$ cat src/rtl/ip_filter_table_ctrl.sv
// ip_filter_table_ctrl
// Converts host register-bus accesses into request/ack transactions on the
// IP-filter table port. The host sees five indirect registers:
//   0 ADDR     table address, bits[TABLE_AW-1:0] R/W
//   1 WR_DATA  entry to write, R/W
//   2 RD_DATA  entry captured by the last successful read, read-only
//   3 CMD      write-only: bit0 = read, bit1 = write (exactly one must be set)
//   4 STATUS   bit0 busy, bit1 done, bit2 timeout, bit3 cmd_error
// Ports:
//   clk, reset          clock, synchronous active-high reset
//   reg_req/rd_wr_L/... host register bus; reg_ack pulses one cycle after
//                       reg_req, with reg_rd_data valid alongside it
//   table_rd_*          read request/ack handshake toward the table
//   table_wr_*          write request/ack handshake toward the table
// Each table request is bounded: after TIMEOUT_CYCLES cycles without an ack
// it is abandoned and STATUS.timeout is raised.
// DATA_W must not exceed the 32-bit host data bus.
module ip_filter_table_ctrl #(
  parameter int TABLE_AW       = 5,
  parameter int DATA_W         = 32,
  parameter int TIMEOUT_CYCLES = 16
) (
  input  logic                clk,
  input  logic                reset,
  input  logic                reg_req,
  input  logic                reg_rd_wr_L,
  input  logic [2:0]          reg_addr,
  input  logic [31:0]         reg_wr_data,
  output logic                reg_ack,
  output logic [31:0]         reg_rd_data,
  output logic                table_rd_req,
  input  logic                table_rd_ack,
  output logic [TABLE_AW-1:0] table_rd_addr,
  input  logic [DATA_W-1:0]   table_rd_data,
  output logic                table_wr_req,
  input  logic                table_wr_ack,
  output logic [TABLE_AW-1:0] table_wr_addr,
  output logic [DATA_W-1:0]   table_wr_data
);

  typedef enum logic [2:0] {
    S_IDLE   = 3'b001,
    S_RD_REQ = 3'b010,
    S_WR_REQ = 3'b100
  } state_e;

  localparam logic [2:0] OFF_ADDR    = 3'd0;
  localparam logic [2:0] OFF_WR_DATA = 3'd1;
  localparam logic [2:0] OFF_RD_DATA = 3'd2;
  localparam logic [2:0] OFF_CMD     = 3'd3;
  localparam logic [2:0] OFF_STATUS  = 3'd4;

  // Counter value seen in the last allowed wait cycle.
  localparam logic [7:0] TIMEOUT_LAST = 8'(TIMEOUT_CYCLES - 1);

  state_e                state_q, state_d;
  logic [TABLE_AW-1:0]   addr_q, addr_d;
  logic [DATA_W-1:0]     wr_data_q, wr_data_d;
  logic [DATA_W-1:0]     rd_data_q, rd_data_d;
  logic                  busy_q, busy_d;
  logic                  done_q, done_d;
  logic                  timeout_q, timeout_d;
  logic                  cmd_error_q, cmd_error_d;
  logic [7:0]            cnt_q, cnt_d;
  logic                  reg_ack_q, reg_ack_d;
  logic [31:0]           reg_rd_data_q, reg_rd_data_d;
  logic                  table_rd_req_q, table_rd_req_d;
  logic                  table_wr_req_q, table_wr_req_d;
  logic [TABLE_AW-1:0]   table_rd_addr_q, table_rd_addr_d;
  logic [TABLE_AW-1:0]   table_wr_addr_q, table_wr_addr_d;
  logic [DATA_W-1:0]     table_wr_data_q, table_wr_data_d;

  logic reg_wr;
  logic reg_rd;

  assign reg_wr = reg_req && !reg_rd_wr_L;
  assign reg_rd = reg_req &&  reg_rd_wr_L;

  always_comb begin
    // NOTE: every variable gets its hold value first so no path through the
    // branches below leaves one unassigned, which would infer a latch.
    state_d         = state_q;
    addr_d          = addr_q;
    wr_data_d       = wr_data_q;
    rd_data_d       = rd_data_q;
    busy_d          = busy_q;
    done_d          = done_q;
    timeout_d       = timeout_q;
    cmd_error_d     = cmd_error_q;
    cnt_d           = cnt_q;
    table_rd_req_d  = table_rd_req_q;
    table_wr_req_d  = table_wr_req_q;
    table_rd_addr_d = table_rd_addr_q;
    table_wr_addr_d = table_wr_addr_q;
    table_wr_data_d = table_wr_data_q;
    reg_ack_d       = reg_req;
    reg_rd_data_d   = '0;

    // Host reads return the register contents as they stand before this edge.
    if (reg_rd) begin
      case (reg_addr)
        OFF_ADDR:    reg_rd_data_d = 32'(addr_q);
        OFF_WR_DATA: reg_rd_data_d = 32'(wr_data_q);
        OFF_RD_DATA: reg_rd_data_d = 32'(rd_data_q);
        OFF_STATUS:  reg_rd_data_d = {28'd0, cmd_error_q, timeout_q, done_q, busy_q};
        default:     reg_rd_data_d = '0;
      endcase
    end

    if (reg_wr) begin
      case (reg_addr)
        OFF_ADDR:    addr_d    = reg_wr_data[TABLE_AW-1:0];
        OFF_WR_DATA: wr_data_d = reg_wr_data[DATA_W-1:0];
        OFF_CMD: begin
          if (state_q != S_IDLE) begin
            // A second command never disturbs the transaction in flight.
            cmd_error_d = 1'b1;
          end else if (reg_wr_data[1:0] == 2'b01 || reg_wr_data[1:0] == 2'b10) begin
            busy_d      = 1'b1;
            done_d      = 1'b0;
            timeout_d   = 1'b0;
            cmd_error_d = 1'b0;
            cnt_d       = '0;
            // Address and data are frozen here so later host writes to
            // ADDR/WR_DATA cannot alter the active transaction.
            if (reg_wr_data[0]) begin
              state_d         = S_RD_REQ;
              table_rd_req_d  = 1'b1;
              table_rd_addr_d = addr_q;
            end else begin
              state_d         = S_WR_REQ;
              table_wr_req_d  = 1'b1;
              table_wr_addr_d = addr_q;
              table_wr_data_d = wr_data_q;
            end
          end else begin
            cmd_error_d = 1'b1;
          end
        end
        default: ;
      endcase
    end

    // The ack is checked before the timeout so an ack in the final allowed
    // cycle still completes the transaction.
    case (state_q)
      S_RD_REQ: begin
        if (table_rd_ack) begin
          rd_data_d      = table_rd_data;
          table_rd_req_d = 1'b0;
          done_d         = 1'b1;
          busy_d         = 1'b0;
          state_d        = S_IDLE;
        end else if (cnt_q == TIMEOUT_LAST) begin
          table_rd_req_d = 1'b0;
          timeout_d      = 1'b1;
          busy_d         = 1'b0;
          state_d        = S_IDLE;
        end else begin
          cnt_d = cnt_q + 8'd1;
        end
      end
      S_WR_REQ: begin
        if (table_wr_ack) begin
          table_wr_req_d = 1'b0;
          done_d         = 1'b1;
          busy_d         = 1'b0;
          state_d        = S_IDLE;
        end else if (cnt_q == TIMEOUT_LAST) begin
          table_wr_req_d = 1'b0;
          timeout_d      = 1'b1;
          busy_d         = 1'b0;
          state_d        = S_IDLE;
        end else begin
          cnt_d = cnt_q + 8'd1;
        end
      end
      default: ;
    endcase
  end

  // NOTE: state is updated with non-blocking assignments so every flop
  // samples its input from before the edge, independent of statement order.
  always_ff @(posedge clk) begin
    if (reset) begin
      state_q         <= S_IDLE;
      addr_q          <= '0;
      wr_data_q       <= '0;
      rd_data_q       <= '0;
      busy_q          <= 1'b0;
      done_q          <= 1'b0;
      timeout_q       <= 1'b0;
      cmd_error_q     <= 1'b0;
      cnt_q           <= '0;
      reg_ack_q       <= 1'b0;
      reg_rd_data_q   <= '0;
      table_rd_req_q  <= 1'b0;
      table_wr_req_q  <= 1'b0;
      table_rd_addr_q <= '0;
      table_wr_addr_q <= '0;
      table_wr_data_q <= '0;
    end else begin
      state_q         <= state_d;
      addr_q          <= addr_d;
      wr_data_q       <= wr_data_d;
      rd_data_q       <= rd_data_d;
      busy_q          <= busy_d;
      done_q          <= done_d;
      timeout_q       <= timeout_d;
      cmd_error_q     <= cmd_error_d;
      cnt_q           <= cnt_d;
      reg_ack_q       <= reg_ack_d;
      reg_rd_data_q   <= reg_rd_data_d;
      table_rd_req_q  <= table_rd_req_d;
      table_wr_req_q  <= table_wr_req_d;
      table_rd_addr_q <= table_rd_addr_d;
      table_wr_addr_q <= table_wr_addr_d;
      table_wr_data_q <= table_wr_data_d;
    end
  end

  assign reg_ack       = reg_ack_q;
  assign reg_rd_data   = reg_rd_data_q;
  assign table_rd_req  = table_rd_req_q;
  assign table_rd_addr = table_rd_addr_q;
  assign table_wr_req  = table_wr_req_q;
  assign table_wr_addr = table_wr_addr_q;
  assign table_wr_data = table_wr_data_q;

endmodule

$ cat config.mk
export PLATFORM = sky130hd
export DESIGN_NAME = ip_filter_table_ctrl
export DESIGN_NICKNAME = d
export VERILOG_FILES = /design/src/rtl/ip_filter_table_ctrl.sv
export SDC_FILE = /design/constraint.sdc
export NUM_CORES = 1
export LEC_CHECK = 0
export ABC_AREA = 1
export CAP_MARGIN = 20
export CORE_MARGIN = 4
export CORE_UTILIZATION = 35
export CTS_CLUSTER_SIZE = 28
export DETAILED_ROUTE_END_ITERATION = 8
export REMOVE_ABC_BUFFERS = 1
export SYNTH_ARGS = -nofsm -noshare
export SYNTH_HDL_FRONTEND = slang
export SYNTH_SLANG_ARGS = --single-unit
$ cat constraint.sdc
create_clock -name clk -period 1.65 [get_ports clk]
set_input_delay 0.2475 -clock clk [delete_from_list [all_inputs] [get_ports clk]]
set_output_delay 0.2475 -clock clk [all_outputs]
set_load 0.005 [all_outputs]
* Word-level counts from Yosys, hierarchy flattened
Index checks and enable logic that the tools add are counted.
W data, S select, Z words.
** Operators by class
- Order comparisons :: 0
- Muxes and demuxes :: 59
- Shift-type cells :: 0
- Reductions and logical operators :: 12
- Add/sub/neg operators :: 1
- Multiply operators :: 0
- Div/mod/pow operators :: 0
- Equality and inequality tests :: 10
- Bitwise operators :: 3
** Operators with widths (number)
- $pmux W32 S4 :: 1
- $mux W8 :: 7
- $mux W1 :: 38
- $mux W3 :: 8
- $pmux W8 S2 :: 1
- $reduce_and A5 Y1 :: 2
- $eq A3 B2 Y1 const B :: 3
- $add A8 B1 Y8 const B :: 1
- $eq A8 B4 Y1 const B :: 1
- $reduce_and A2 Y1 :: 4
- $eq A3 B3 Y1 const B :: 2
- $pmux W1 S2 :: 3
- $pmux W3 S2 :: 1
- $eq A3 B1 Y1 const B :: 1
- $logic_not A3 Y1 :: 1
- $ne A3 B1 Y1 const B :: 1
- $not A1 Y1 :: 3
- $eq A2 B1 Y1 const B :: 1
- $eq A2 B2 Y1 const B :: 1
- $logic_and A1 B1 Y1 :: 2
- $reduce_or A2 Y1 :: 1
- $logic_not A1 Y1 :: 1
- $logic_or A1 B1 Y1 :: 1
** Storage, ports and cells
- Bits in writable memories :: 0
- Flip-flop bits (word level) :: 161
- Input bits :: 73
- Latch bits :: 0
- Memories :: 0
- Word-level logic and storage cells :: 101
- Bits in read-only memories :: 0

* Longest topological paths before layout
Gate-level depths: netlist (run 1).
- Word-level depth :: 9
- Mapped depth :: 10
- Mapped depth without buffers :: 10

* Worst setup path after synthesis (run 1)
OpenSTA, ideal clock, no wires.
- Path type :: register -> register
- Start point :: register cnt_q[0]
- End point :: register state_q[2]
- Path slack :: 0.168 ns
- Cell stages (with the launch flop) :: 9
- Path buffers :: 0
- Data arrival time :: 1.364 ns
- Path through :: dfxtp_1 -> ha_1 -> nand3_1 -> nor2_1 -> inv_2 -> a21oi_1 -> nor2_1 -> nand2_1 -> a21oi_1
** On the way
- Cells in the longest elaborated chain, start to end :: 4
- Elaborated cells between the ends (all ways) :: 5
- Classes of those cells :: eq/ne: 1; mux: 4
** RTL lines
- from (decl) :: RTL line 64 : logic [7:0] cnt_q, cnt_d;
- from (signal assigned) :: RTL line 211 : cnt_q <= cnt_d;
- $eq A8 B4 Y1 * :: RTL line 154, 169
- $mux W3 * :: RTL line 154, 169
- $mux W3, on equally long branches :: RTL line 164, 148
- $pmux W3 S2 * :: RTL line 146 : case (state_q)
- to (signal assigned) :: RTL line 203 : state_q <= state_d;
- to (decl) :: RTL line 56 : state_e state_q, state_d;
Mark *: on every way between the ends. The rest lies on a longest branch, timed or not.
A chain may end at the register's enable or synchronous reset.

* Worst setup path in the final report (run 1)
- Start point :: register table_wr_data_q[31] (netlist: table_wr_data[31])
- End point :: output port table_wr_data[31]
** RTL lines
- from (decl) :: RTL line 71 : logic [DATA_W-1:0] table_wr_data_q, table_wr_data_d;
- from (signal assigned) :: RTL line 218 : table_wr_data_q <= table_wr_data_d;
- to (decl) :: RTL line 38 : output logic [DATA_W-1:0] table_wr_data
No word-level cell between the ends.

==> results.md, run 1 <==
* Slowest cell on crit path: clkdlybuf4s50_1
* Synthesized area at between 5000 and 6000 um^2
* Synth-to-layout area growth at 43.6%
* Worst path required time at between 1000 and 1500 ps
* GRT Util Overall at 0.177
* Final GP Congestion at 0.819
* Die Y at 139 um
* Slowest cell delay on critical path at 520 ps
* CP bufs+invs at 1
* Total CTS buffers at 17
* Initial Util at 0.359
* Fillers at roughly 1.6k
* Post-CTS Setup Bufs at 0
* Max-slew headroom at 0.730
* Die width at 139 um
* Slew Limit Fails at 0
* Post-synthesis sequential area ratio at 0.538
* Largest family of logic cells by synthesized area: compound AO/OA/AOI/OAI gates
* Routed wire per std cell at roughly 15 um
* Vias at 5463
* Max H-tree Level at 4
* Number of distinct library cells after synthesis at 33
* CTS tree: yes
* Tcrit/Tclk final at 0.941
* Worst vdd ir at 0.761 mV
* Post-synthesis xor/xnor area fraction at 0
* Initial antenna violation count at 1
* Avg Cell Area, Syn at 7.99 um^2
* Number of global-route vias before repair at 5296
* Final setup violation count at 0
* Final min period at 1550 ps
* Area share of fa/ha/maj cells after synthesis at 0.00209
* Post-synthesis compound-gate area fraction at 0.203
* Worst path cell trace: clkdlybuf4s50_1
* Setup TNS after final layout at 0 ps
* Maximum Capacitance Violations at 0
* Final hold violations at 0
* Overall Power at roughly 8 mW
* LEAKAGE at 3.19 nW
* Pwr dens at 944 nW/um^2
* Fin cells at ~1.2k
* Top delay family on crit path: buffers and inverters
* Number of DRC markers in iteration 0 at about 280
* Post-placement cell count at around 1.1k
* Mux contribution to synthesized area at 0
* Core Box Area at 16700 um^2
* Startpoint Class: register
* Nets at 998
* Critical path type: reg2out
* Synth warn at 0
* I/O pin count at 150
* Detail Placement HPWL at 12.1 mm
* Simple logic cell fraction of the synthesized area at 0.181
* Hold Crit Class: in2reg
* Pin count of the biggest net entering global routing at between 60 and 70
* Root buffer cell: clkbuf_16
* Final clock skew at 9.68 ps
* Overflow after GRT at 0
* Die area at ~19000 um^2
* CTS max path bufs at 2
* PortBufs at 149
* Setup ws final at 96.9 ps
* Sequential cell area at ~3200 um^2
* Post-Syn Instances at 750
* Post-route ant nets at 0
* DRT Wirelength at 17.0 mm
* Capturing element type of the critical path: output port
* Area of the multi-input gates at 2330 um^2
* Initial DRT Pass Iterations at 4
* First-pass GRT wire length at 27.6 mm
* Vias per cell at 4.72
* Outcome: complete, no violations
* Max Clock Freq at 644 MHz
* Data arrival time of the critical path at 1310 ps
* Layout cell share with drive strength beyond 1 at 0.125
* Worst hold-check slack at 398 ps
* DP Worst Slack at -262 ps
* DRC at 0
* CTS sink cnt at 161
* Clock slew seen by the registers of the worst setup and hold paths at roughly 70 ps
* Crit-path max FO at 2
* Clk_lat worst skew at 420 ps
* Row count at 47
* Synthesized flop and latch total at 161
* Slew @ Worst Pin at 405 ps
-- worst paths after layout --
path | startpoint | to | slack (ps) | cells after the start
setup / recovery | table_wr_data[31] | table_wr_data[31] | 100 | 1
hold / removal | reg_req | reg_ack | 400 | 3
setup reg to reg | cnt_q[0] | state_q[2] | 110 | 8
hold reg to reg | rd_data_q[26] | reg_rd_data[26] | 450 | 2
-- through the flow --
step | instance area [um^2] | util
floorplan | 5780 | -
global placement | 8040 | 0.481
detailed placement | 8040 | 0.481
CTS | 8590 | 0.514
global route | 8610 | 0.515
finish | 8610 | 0.515
-- registers in the layout, indices dropped and copies added, names as in the netlist --
signal         count
reg_ack            1
table_rd_addr      5
done_q             1
table_wr_req       1
table_rd_req       1
wr_data_q         32
timeout_q          1
reg_rd_data       32
addr_q             5
busy_q             1
table_wr_addr      5
state_q            3
cmd_error_q        1
cnt_q              8
table_wr_data     32
rd_data_q         32
-- layout make-up --
cell class                 instances  share of cell area
sequential                       161               0.375
tap                              220              0.0320
timing repair buffer             197               0.230
multi-input combinational        482               0.270
clock buffer                      18              0.0499
inverter                          65              0.0284
clock inverter                    13              0.0145
antenna                            1            0.000291
-- kinds of logic (layout without fill, tap and decap cells) --
group,after synthesis,after routing
other,0,1
flip-flops,161,161
AND/OR/NAND/NOR,254,254
AO/OA/AOI/OAI,227,227
buffers and inverters,107,293
adder cells (fa/ha/maj),1,1
-- cell usage in the layout (no fill, tap or decap), types with 6 or more instances in the layout --
cell	n
a21oi_1	89
a21oi_2	13
buf_12	10
buf_4	38
clkbuf_16	17
clkdlybuf4s50_1	149
dfxtp_1	159
inv_1	58
inv_2	7
inv_6	6
nand2_1	101
nand3_1	22
nor2_1	110
o21ai_0	73
o21ai_1	42
-- layer usage --
| layer | vias up | share of wire | track usage |
|---|---|---|---|
| li1 | 2809 | - | - |
| met1 | 2479 | 0.47 | 0.239 |
| met2 | 156 | 0.45 | 0.280 |
| met3 | 19 | 0.059 | 0.0434 |
| met4 | 0 | 0.017 | 0.0541 |
| met5 | - | 0 | 0 |
-- tightest hold or removal path, stage by stage --
cell             delay (ps)
clkdlybuf4s50_1         410
inv_1                    50
nor2_1                   50
-- power by group --
| group | internal (mW) | switching, mW |
|---|---|---|
| sequential | 3.92 | 0.0173 |
| clock | 2.09 | 1.62 |
| combinational | 0.257 | 0.214 |
| total | 6.27 | 1.85 |
-- cells in the mapped netlist --
cell type / n / area share
a41oi_1: 4 / 0.0058
a21oi_1: 90 / 0.075
nor3_4: 2 / 0.0054
inv_2: 6 / 0.0038
nand2_1: 101 / 0.063
buf_2: 9 / 0.0075
nand4_2: 1 / 0.0021
nor2_2: 1 / 0.0010
a21oi_2: 12 / 0.018
nor2_1: 112 / 0.070
nor3_2: 1 / 0.0017
nor2_4: 2 / 0.0038
nor4_2: 1 / 0.0021
buf_6: 4 / 0.0075
o221ai_1: 1 / 0.0015
o21ai_2: 2 / 0.0029
nand2_2: 2 / 0.0021
dfxtp_1: 161 / 0.54
nand3_2: 2 / 0.0033
nand3_1: 22 / 0.018
o21ai_0: 75 / 0.063
o21ai_1: 40 / 0.033
nor3_1: 2 / 0.0017
inv_1: 59 / 0.037
o211ai_1: 1 / 0.0013
o21bai_1: 1 / 0.0013
clkbuf_1: 23 / 0.014
o21a_1: 1 / 0.0013
ha_1: 1 / 0.0021
nor3b_2: 1 / 0.0021
buf_1: 2 / 0.0013
buf_4: 4 / 0.0050
nand4_1: 4 / 0.0042
-- timing repair --
item	4_1_cts	5_1_grt
hold buffers	0	0
resized for setup	0	7
endpoints found under the setup margin	0	12
No activity file was read; power rests on OpenSTA's default activity.
==> run 2, diff against run 1 <==
Settings changed: CORE_MARGIN 4 to 3.
Clock period 1.65 ns to 1.7 ns, I/O delays scaled along.
==> run 2 against run 1 <==
Compared with the run above: non-clock buffer count shrank 1; final area grew 1.2%; register-to-register slack improved by 30 ps; global-route usage is 0.54 points higher; sequential share of layout area is 0.45 points lower; clock power increased by 7.5%; clock-buffer cell count is 4 higher; first-iteration DRC count rose by 14%; combinational power hardly changed; die area fell by 2.9%; utilization rose by 0.60 points; setup slack improved by 39 ps; critical path type unchanged; largest power group is now the clock network; highest routed layer unchanged.
==> results.md, run 2 (synthesized netlist as in run 1, its figures left out) <==
* Setup ws final at around 140 ps
* Final GP Congestion at 0.794
* Final setup violation count at 0
* DRT Wirelength at about 17 mm
* Critical path type: reg2out
* Row count at 47
* Vias at 5380
* I/O pin count at 150
* Startpoint Class: register
* Vias per cell at 4.65
* Number of DRC markers in iteration 0 at 325
* Root buffer cell: clkbuf_16
* LEAKAGE at between 3 and 4 nW
* Final hold violations at 0
* Outcome: complete, no violations
* CTS max path bufs at 2
* Hold Crit Start: reg_req
* Die area at around 19000 um^2
* CP bufs+invs at 1
* Post-route ant nets at 0
* Worst path cell trace: clkdlybuf4s50_1
* Maximum Capacitance Violations at 0
* DP Worst Slack at -228 ps
* N_diodes at 0
* Commonest non-fill, non-tap cell in the layout: dfxtp_1
* Clock slew seen by the registers of the worst setup and hold paths at 70 ps
* Layout cell share with drive strength beyond 1 at 0.125
* Die Y at 137 um
* Commonest cells after routing, fill and taps aside: dfxtp_1, clkdlybuf4s50_1, nor2_1, nand2_1, a21oi_1
* Slew @ Worst Pin at 286 ps
* Slew Limit Fails at 0
* DRC at 0
* Top delay family on crit path: buffers and inverters
* Pin count of the biggest net entering global routing at 45
* Slowest cell delay on critical path at ~560 ps
* Max H-tree Level at 4
* Tcrit/Tclk final at 0.920
* CTS hold repair buffers at 0
* Number of global-route vias before repair at 5062
* Max-slew headroom at 0.809
* Cell area after layout at between 8000 and 9000 um^2
* Post-CTS Setup Bufs at 0
* Die width at 137 um
* Final min period at 1560 ps
* Capturing element type of the critical path: output port
* Core Box Area at around 17000 um^2
* Routed wire per std cell at between 10 and 15 um
* Overall Power at 8.30 mW
* Worst hold-check slack at roughly 410 ps
* CTS tree: yes
* CTS sink cnt at about 160
* Synth-to-layout area growth at 45.2%
* Overflow after GRT at 0
* Initial DRT Pass Iterations at 5
* RSZ-0062 raised after global routing: false
* Max Clock Freq at 640 MHz
* Reg-to-reg startpoint: cnt_q[0]
* Pwr dens at 953 nW/um^2
* Slowest cell on crit path: clkdlybuf4s50_1
* Worst path required time at approximately 1400 ps
* First-pass GRT wire length at ~27 mm
* Detail Placement HPWL at 11.9 mm
* Hold Crit Class: in2reg
* R2r setup slk at 140 ps
* Initial antenna violation count at 0
* Critical path launch point: table_wr_data[2]
* Data arrival time of the critical path at 1310 ps
* GRT Util Overall at 0.182
* Clk_lat worst skew at 420 ps
* Placed Area at between 8000 and 9000 um^2
* Final clock skew at 9.82 ps
* Fillers at 1603
* Total CTS buffers at 17
* PortBufs at 149
* Worst vdd ir at 0.724 mV
* Nets at ~1000
* Initial Util at 0.359
* Crit-path max FO at 2
[run 2: power breakdown]
part / internal, mW / total [mW] / switching, mW
Sequential: 3.80 / 3.82 / 0.0163
Combinational: 0.260 / 0.473 / 0.214
Clock: 2.44 / 4.00 / 1.56
Total: 6.51 / 8.30 / 1.79
[run 2: timing repair]
item,in CTS,in global routing
setup endpoints to repair,0,35
gates resized for setup,0,7
hold endpoints to repair,0,0
[run 2: area by class of cell]
| class | instances | area, um^2 | area share |
|---|---|---|---|
| Clock buffer | 22 | 474 | 0.0545 |
| Multi-Input combinational cell | 482 | 2330 | 0.268 |
| Tap cell | 220 | 275 | 0.0316 |
| Timing Repair Buffer | 196 | 2010 | 0.231 |
| Clock inverter | 10 | 145 | 0.0167 |
| Sequential cell | 161 | 3220 | 0.370 |
| Inverter | 65 | 244 | 0.0280 |
[run 2: through the flow]
stage	util	setup TNS (ps)	instances
after floorplan	-	-37650	708
after global placement	0.483	-17560	1124
after detailed placement	0.483	-19320	1124
after CTS	0.520	0	1156
after global routing	0.521	0	1156
final	0.521	0	1156
[run 2: final timing paths]
kind	depth (start not counted)	end
max	1	table_wr_data[2]
min	3	reg_ack
max reg2reg	8	state_q[2]
min reg2reg	2	reg_rd_data[18]
[run 2: worst reg2reg max path, cell delays in order, from the launching register on]
cell	delay (ps)
dfxtp_1	350
ha_1	260
nand3_1	140
nor2_2	70
buf_4	140
o21a_1	190
nor2_2	130
nand2_1	110
a21oi_1	120
[run 2: per-layer routing]
| layer | GRT usage | part of all wire |
|---|---|---|
| met1 | 0.262 | 0.49 |
| met2 | 0.274 | 0.44 |
| met3 | 0.0382 | 0.054 |
| met4 | 0.0582 | 0.012 |
| met5 | 0 | 0 |
==> run 3, diff against run 2 <==
Settings changed: GPL_ROUTABILITY_DRIVEN from default to 1.
==> results of run 3 <==
Final layout, timing and power as in run 2 (identical DEF).
